==> config.mk <==
export PLATFORM = sky130hd
export DESIGN_NAME = uart_cmd_rx
export DESIGN_NICKNAME = d
export VERILOG_FILES = /design/src/rtl/uart_cmd_rx.sv
export SDC_FILE = /design/constraint.sdc
export NUM_CORES = 1
export LEC_CHECK = 0
export CORE_UTILIZATION = 50
export DETAILED_ROUTE_END_ITERATION = 8
export PLACE_DENSITY = 0.71
export SKIP_CTS_REPAIR_TIMING = 1
export SLEW_MARGIN = 20
export SYNTH_ARGS = -nofsm -noshare
export SYNTH_HDL_FRONTEND = slang
export SYNTH_SLANG_ARGS = --single-unit
==> constraint.sdc <==
create_clock -name clk -period 2.79 [get_ports clk]
set_input_delay 0.279 -clock clk [delete_from_list [all_inputs] [get_ports clk]]
set_output_delay 0.279 -clock clk [all_outputs]
set_load 0.1 [all_outputs]
==> src/rtl/uart_cmd_rx.sv <==
// Oversampling UART receiver that assembles CMD_BYTES characters into one {id, payload}
// command and presents it on a valid/ready interface, with frame/parity/overrun/timeout pulses.
module uart_cmd_rx #(
    parameter int unsigned CLKS_PER_BIT = 16,
    parameter int unsigned DATA_BITS    = 8,
    parameter int unsigned CMD_BYTES    = 5,
    parameter int unsigned ID_W         = 8,
    parameter int unsigned PAYLOAD_W    = 32,
    parameter int unsigned PARITY_EN    = 0,
    parameter int unsigned PARITY_ODD   = 0,
    parameter int unsigned GAP_TIMEOUT  = 1024
) (
    input  logic                 clk,
    input  logic                 rst_n,
    input  logic                 rx,
    output logic                 cmd_valid,
    input  logic                 cmd_ready,
    output logic [ID_W-1:0]      cmd_id,
    output logic [PAYLOAD_W-1:0] cmd_payload,
    output logic                 frame_err,
    output logic                 parity_err,
    output logic                 overrun,
    output logic                 timeout,
    output logic                 busy
);

    localparam int unsigned CMD_W = ID_W + PAYLOAD_W;
    localparam int unsigned CNT_W = $clog2(CLKS_PER_BIT);
    localparam int unsigned BIT_W = $clog2(DATA_BITS + 1);
    localparam int unsigned IDX_W = $clog2(CMD_BYTES + 1);
    localparam int unsigned GAP_W = $clog2(GAP_TIMEOUT + 1);

    localparam logic [CNT_W-1:0] HalfLast = CNT_W'(CLKS_PER_BIT / 2 - 1);
    localparam logic [CNT_W-1:0] BitLast  = CNT_W'(CLKS_PER_BIT - 1);
    localparam logic [BIT_W-1:0] DataLast = BIT_W'(DATA_BITS - 1);
    localparam logic [IDX_W-1:0] IdxLast  = IDX_W'(CMD_BYTES - 1);
    localparam logic [GAP_W-1:0] GapLast  = GAP_W'(GAP_TIMEOUT - 1);
    localparam logic             ParOdd   = (PARITY_ODD != 0);
    localparam logic             ParEn    = (PARITY_EN != 0);

    typedef enum logic [2:0] {StIdle, StStart, StData, StParity, StStop} state_e;

    state_e                 state_q, state_d;
    logic                   rx_meta_q, rs_q, rs_prev_q;
    logic [CNT_W-1:0]       clk_cnt_q, clk_cnt_d;
    logic [BIT_W-1:0]       bit_cnt_q, bit_cnt_d;
    logic [DATA_BITS-1:0]   char_q, char_d;
    logic                   bad_q, bad_d;
    logic [IDX_W-1:0]       idx_q, idx_d;
    logic [GAP_W-1:0]       gap_q, gap_d;
    logic [CMD_W-1:0]       buf_q, buf_d;
    logic                   valid_q, valid_d;
    logic [ID_W-1:0]        id_q, id_d;
    logic [PAYLOAD_W-1:0]   pay_q, pay_d;
    logic                   frame_err_q, frame_err_d, parity_err_q, parity_err_d;
    logic                   overrun_q, overrun_d, timeout_q, timeout_d;
    logic                   done;

    always_comb begin
        state_d      = state_q;
        clk_cnt_d    = clk_cnt_q;
        bit_cnt_d    = bit_cnt_q;
        char_d       = char_q;
        bad_d        = bad_q;
        idx_d        = idx_q;
        gap_d        = gap_q;
        buf_d        = buf_q;
        valid_d      = valid_q;
        id_d         = id_q;
        pay_d        = pay_q;
        frame_err_d  = 1'b0;
        parity_err_d = 1'b0;
        overrun_d    = 1'b0;
        timeout_d    = 1'b0;
        done         = 1'b0;

        unique case (state_q)
            StIdle: begin
                clk_cnt_d = '0;
                if (rs_prev_q && !rs_q) begin
                    state_d = StStart;
                    gap_d   = '0;
                end else if (idx_q != '0) begin
                    if (gap_q == GapLast) begin
                        timeout_d = 1'b1;
                        idx_d     = '0;
                        gap_d     = '0;
                    end else begin
                        gap_d = gap_q + GAP_W'(1);
                    end
                end else begin
                    gap_d = '0;
                end
            end
            StStart: begin
                if (clk_cnt_q == HalfLast) begin
                    clk_cnt_d = '0;
                    if (rs_q) begin
                        state_d = StIdle;
                    end else begin
                        state_d   = StData;
                        bit_cnt_d = '0;
                        bad_d     = 1'b0;
                    end
                end else begin
                    clk_cnt_d = clk_cnt_q + CNT_W'(1);
                end
            end
            StData: begin
                if (clk_cnt_q == BitLast) begin
                    clk_cnt_d = '0;
                    char_d    = {rs_q, char_q[DATA_BITS-1:1]};
                    bit_cnt_d = bit_cnt_q + BIT_W'(1);
                    if (bit_cnt_q == DataLast) state_d = ParEn ? StParity : StStop;
                end else begin
                    clk_cnt_d = clk_cnt_q + CNT_W'(1);
                end
            end
            StParity: begin
                if (clk_cnt_q == BitLast) begin
                    clk_cnt_d = '0;
                    state_d   = StStop;
                    if (rs_q != ((^char_q) ^ ParOdd)) begin
                        parity_err_d = 1'b1;
                        bad_d        = 1'b1;
                    end
                end else begin
                    clk_cnt_d = clk_cnt_q + CNT_W'(1);
                end
            end
            StStop: begin
                if (clk_cnt_q == BitLast) begin
                    clk_cnt_d = '0;
                    state_d   = StIdle;
                    if (!rs_q) begin
                        frame_err_d = 1'b1;
                        idx_d       = '0;
                    end else if (bad_q) begin
                        idx_d = '0;
                    end else begin
                        // Characters shift in from the top so the first lands in the low bits.
                        buf_d = {char_q, buf_q[CMD_W-1:DATA_BITS]};
                        if (idx_q == IdxLast) begin
                            idx_d = '0;
                            done  = 1'b1;
                        end else begin
                            idx_d = idx_q + IDX_W'(1);
                        end
                    end
                end else begin
                    clk_cnt_d = clk_cnt_q + CNT_W'(1);
                end
            end
            default: state_d = StIdle;
        endcase

        if (valid_q && cmd_ready) valid_d = 1'b0;
        if (done) begin
            if (valid_q && !cmd_ready) begin
                overrun_d = 1'b1;
            end else begin
                valid_d       = 1'b1;
                {id_d, pay_d} = buf_d;
            end
        end
    end

    always_ff @(posedge clk or negedge rst_n) begin
        if (!rst_n) begin
            rx_meta_q    <= 1'b1;
            rs_q         <= 1'b1;
            rs_prev_q    <= 1'b1;
            state_q      <= StIdle;
            clk_cnt_q    <= '0;
            bit_cnt_q    <= '0;
            char_q       <= '0;
            bad_q        <= 1'b0;
            idx_q        <= '0;
            gap_q        <= '0;
            buf_q        <= '0;
            valid_q      <= 1'b0;
            id_q         <= '0;
            pay_q        <= '0;
            frame_err_q  <= 1'b0;
            parity_err_q <= 1'b0;
            overrun_q    <= 1'b0;
            timeout_q    <= 1'b0;
        end else begin
            rx_meta_q    <= rx;
            rs_q         <= rx_meta_q;
            rs_prev_q    <= rs_q;
            state_q      <= state_d;
            clk_cnt_q    <= clk_cnt_d;
            bit_cnt_q    <= bit_cnt_d;
            char_q       <= char_d;
            bad_q        <= bad_d;
            idx_q        <= idx_d;
            gap_q        <= gap_d;
            buf_q        <= buf_d;
            valid_q      <= valid_d;
            id_q         <= id_d;
            pay_q        <= pay_d;
            frame_err_q  <= frame_err_d;
            parity_err_q <= parity_err_d;
            overrun_q    <= overrun_d;
            timeout_q    <= timeout_d;
        end
    end

    assign cmd_valid   = valid_q;
    assign cmd_id      = id_q;
    assign cmd_payload = pay_q;
    assign frame_err   = frame_err_q;
    assign parity_err  = parity_err_q;
    assign overrun     = overrun_q;
    assign timeout     = timeout_q;
    assign busy        = (state_q != StIdle) || (idx_q != '0);

endmodule

==> results.cfg <==
[outcome]
status = finished clean

[clock_tree]
cts.path.max_buffers = 2
clock_sinks = 122
numCtsBuffers = 17
cts-root-buf = clkbuf_8
insertion_delay_ps = 510
clkTransAtPathRegs_ps = 60
htreeDepth = 4
cts_tree = yes

[layout]
multi_input_area_mm2 = 0.00211
final_area_mm2 = 0.00644
stdcell_count = 610
nFillCells = 786
layout-drive-gt1-share_pct = 36.9
diodes = 0
final_util_pct = 62.7
nets = 471
synthToLayoutAreaGrowth_pct = 22.1
register_area_mm2 = 0.00306

[power]
ir_drop_v = 0.000310
pwr-share-clk_pct = 47.4
p_switching_w = 0.00116
swShare_pct = 25.7
p_leak_nw = 3.30
power.internal_w = 0.00336
combPwrFrac_pct = 11.2
powerDensity_mw_per_mm2 = 703
seqPwrFrac_pct = 41.4

[place]
port-buffer-count = 49
dp_hpwl_um = 6460
globalplace.congestion = 0.837
placed_cells = 578
dpl-instance-area_mm2 = 0.00584

[sta]
relSlewSlack_pct = 54.5
rsz0062_at_grt = no
hold_viol_final = 0
hold_slack_ps = 170
setup_viol = 0
fin_skew_ps = 9.92
fin_crit_sh_pct = 87.9
setup_tns_ps = 0
tightest_slew_ps = 680
fmax_mhz = 408
maxSlewViolCount = 0
min_period_ps = 2450

[global_route]
grt_max_degree = 50
globalRouteOverflowTotal = 0
first_global_vias = 3237
grt_pass1_wl_um = 16700
grt_antenna_before_repair = 0
grt_use_total_pct = 19.5

[synth]
ys_types = 45
synth_common_cells = dfrtp_1 (119), nand2_1 (50), mux2_4 (40)
synth.avg_cell_area_um2 = 13.2
yosysTopAreaCell = dfrtp_1
async_reset_ff_share_pct = 100
ys_seq_area_share_pct = 57.9
synth_ff_type = dfrtp_1
synth_cells = 399
synth_warnings = 0
syn-num-nets = 408
synth_area_leaders = dfrtp_1 (56%), mux2_4 (11%), mux2_2 (6.8%)
netlist_area_mm2 = 0.00528
synth-seq-cells = 122
synth_top_area_share_pct = 56.4
synth_edf_count = 0
synthMostInstantiatedCell = dfrtp_1

[die]
initial_utilization_pct = 51.3
die_w_um = 105
pin_count = 50
placementRows = 37
dieHeight_um = 105
coreArea_mm2 = 0.0103
die_area_mm2 = 0.0110

[min_path]
min_path_type = in2reg
min_from = rx

[job]
drv_cap = 0

[critical_path]
crit_type = reg2out
critPathArrivalTime_ps = 2170
crit_fanout = 15
r2r_slack_ps = 550
timing.rr.start = state_q[0]
end_kind = output port
start_kind = register
crit_required_ps = 2510
critPathLaunch = state_q[0]

[detailed_routing]
via_per_inst = 5.26
routed_wl_um = 9700
route.detailed.wl_per_inst_um = 15.9
vias = 3209
dr.pass1.iters = 4
drc = 0
initialDrtViolationCount = 121
drtAntennaViolNets = 0
critical path, stage by stage (launching register included):
cell	delay, ps
dfrtp_1	380
buf_4	180
or3_1	520
or2_2	350
buf_4	240
kinds of logic after synthesis:
group / Yosys count / synth area share, %
flip-flops: 122 / 57.9
AO/OA/AOI/OAI: 50 / 5.88
adder cells (fa/ha/maj): 5 / 1.19
AND/OR/NAND/NOR: 107 / 10.3
multiplexers: 86 / 21.1
buffers and inverters: 20 / 2.11
XOR/XNOR: 9 / 1.49
placed cells by master (no fill, tap or decap), types with 3 or more instances in the layout:
cell / instances
and3_1: 6
a21oi_1: 6
o21ai_0: 25
ha_1: 5
mux2_2: 32
buf_4: 55
inv_1: 3
clkbuf_16: 16
buf_12: 3
clkinvlp_4: 4
dfrtp_1: 119
mux2i_1: 5
nor3_1: 6
nor2_1: 12
clkinv_4: 4
mux2_4: 40
o31ai_1: 4
nand3_1: 9
bufinv_16: 3
a22o_1: 5
xnor2_1: 8
nand2b_1: 4
dfstp_2: 3
mux2_1: 9
nor2b_1: 3
nand2_1: 49
or2_2: 3
flip-flops by register name, indices dropped and copies added, names as in the netlist:
signal / flops
bad_q: 1
bit_cnt_q: 4
buf_q: 40
char_q: 8
clk_cnt_q: 4
cmd_id: 8
cmd_payload: 32
cmd_valid: 1
frame_err: 1
gap_q: 11
idx_q: 3
overrun: 1
parity_err: 1
rs_prev_q: 1
rs_q: 1
rx_meta_q: 1
state_q: 3
timeout: 1
cell type report:
| class | instances | area share, % |
|---|---|---|
| Clock buffer | 17 | 6.43 |
| Tap cell | 136 | 2.64 |
| Sequential cell | 122 | 47.5 |
| Inverter | 3 | 0.175 |
| Timing Repair Buffer | 61 | 7.81 |
| Multi-Input combinational cell | 257 | 32.8 |
| Clock inverter | 14 | 2.70 |
worst paths after layout:
kind	endpoint	depth (start not counted)
max	busy	4
max reg2reg	cmd_payload[25]	6
min reg2reg	rs_q	0
max in group asynchronous	rx_meta_q	3
min	rx_meta_q	1
min in group asynchronous	buf_q[4]	2
per-layer routing:
metal	GRT usage (%)	routed length [um]	vias up
met4	6.14	80	0
met5	0	0	-
met1	27.1	4650	1596
met3	5.05	319	10
met2	29.9	4650	59
li1	-	-	1544
power groups by stage:
stage / Sequential [W] / Clock, W / Combinational (W)
2_1_floorplan: 0.00189 / 0 / 0.000371
3_3_place_gp: 0.00190 / 0 / 0.000489
3_5_place_dp: 0.00191 / 0 / 0.000503
4_1_cts: 0.00188 / 0.00218 / 0.000505
5_1_grt: 0.00189 / 0.00228 / 0.000564
6_report: 0.00188 / 0.00215 / 0.000506
metrics by stage:
step	total power [W]	worst slack, ps
final	0.00453	338
after global routing	0.00473	247
after floorplan	0.00226	650
after global placement	0.00239	602
after detailed placement	0.00241	582
after CTS	0.00456	316
Power figures use the tool's default switching activity.
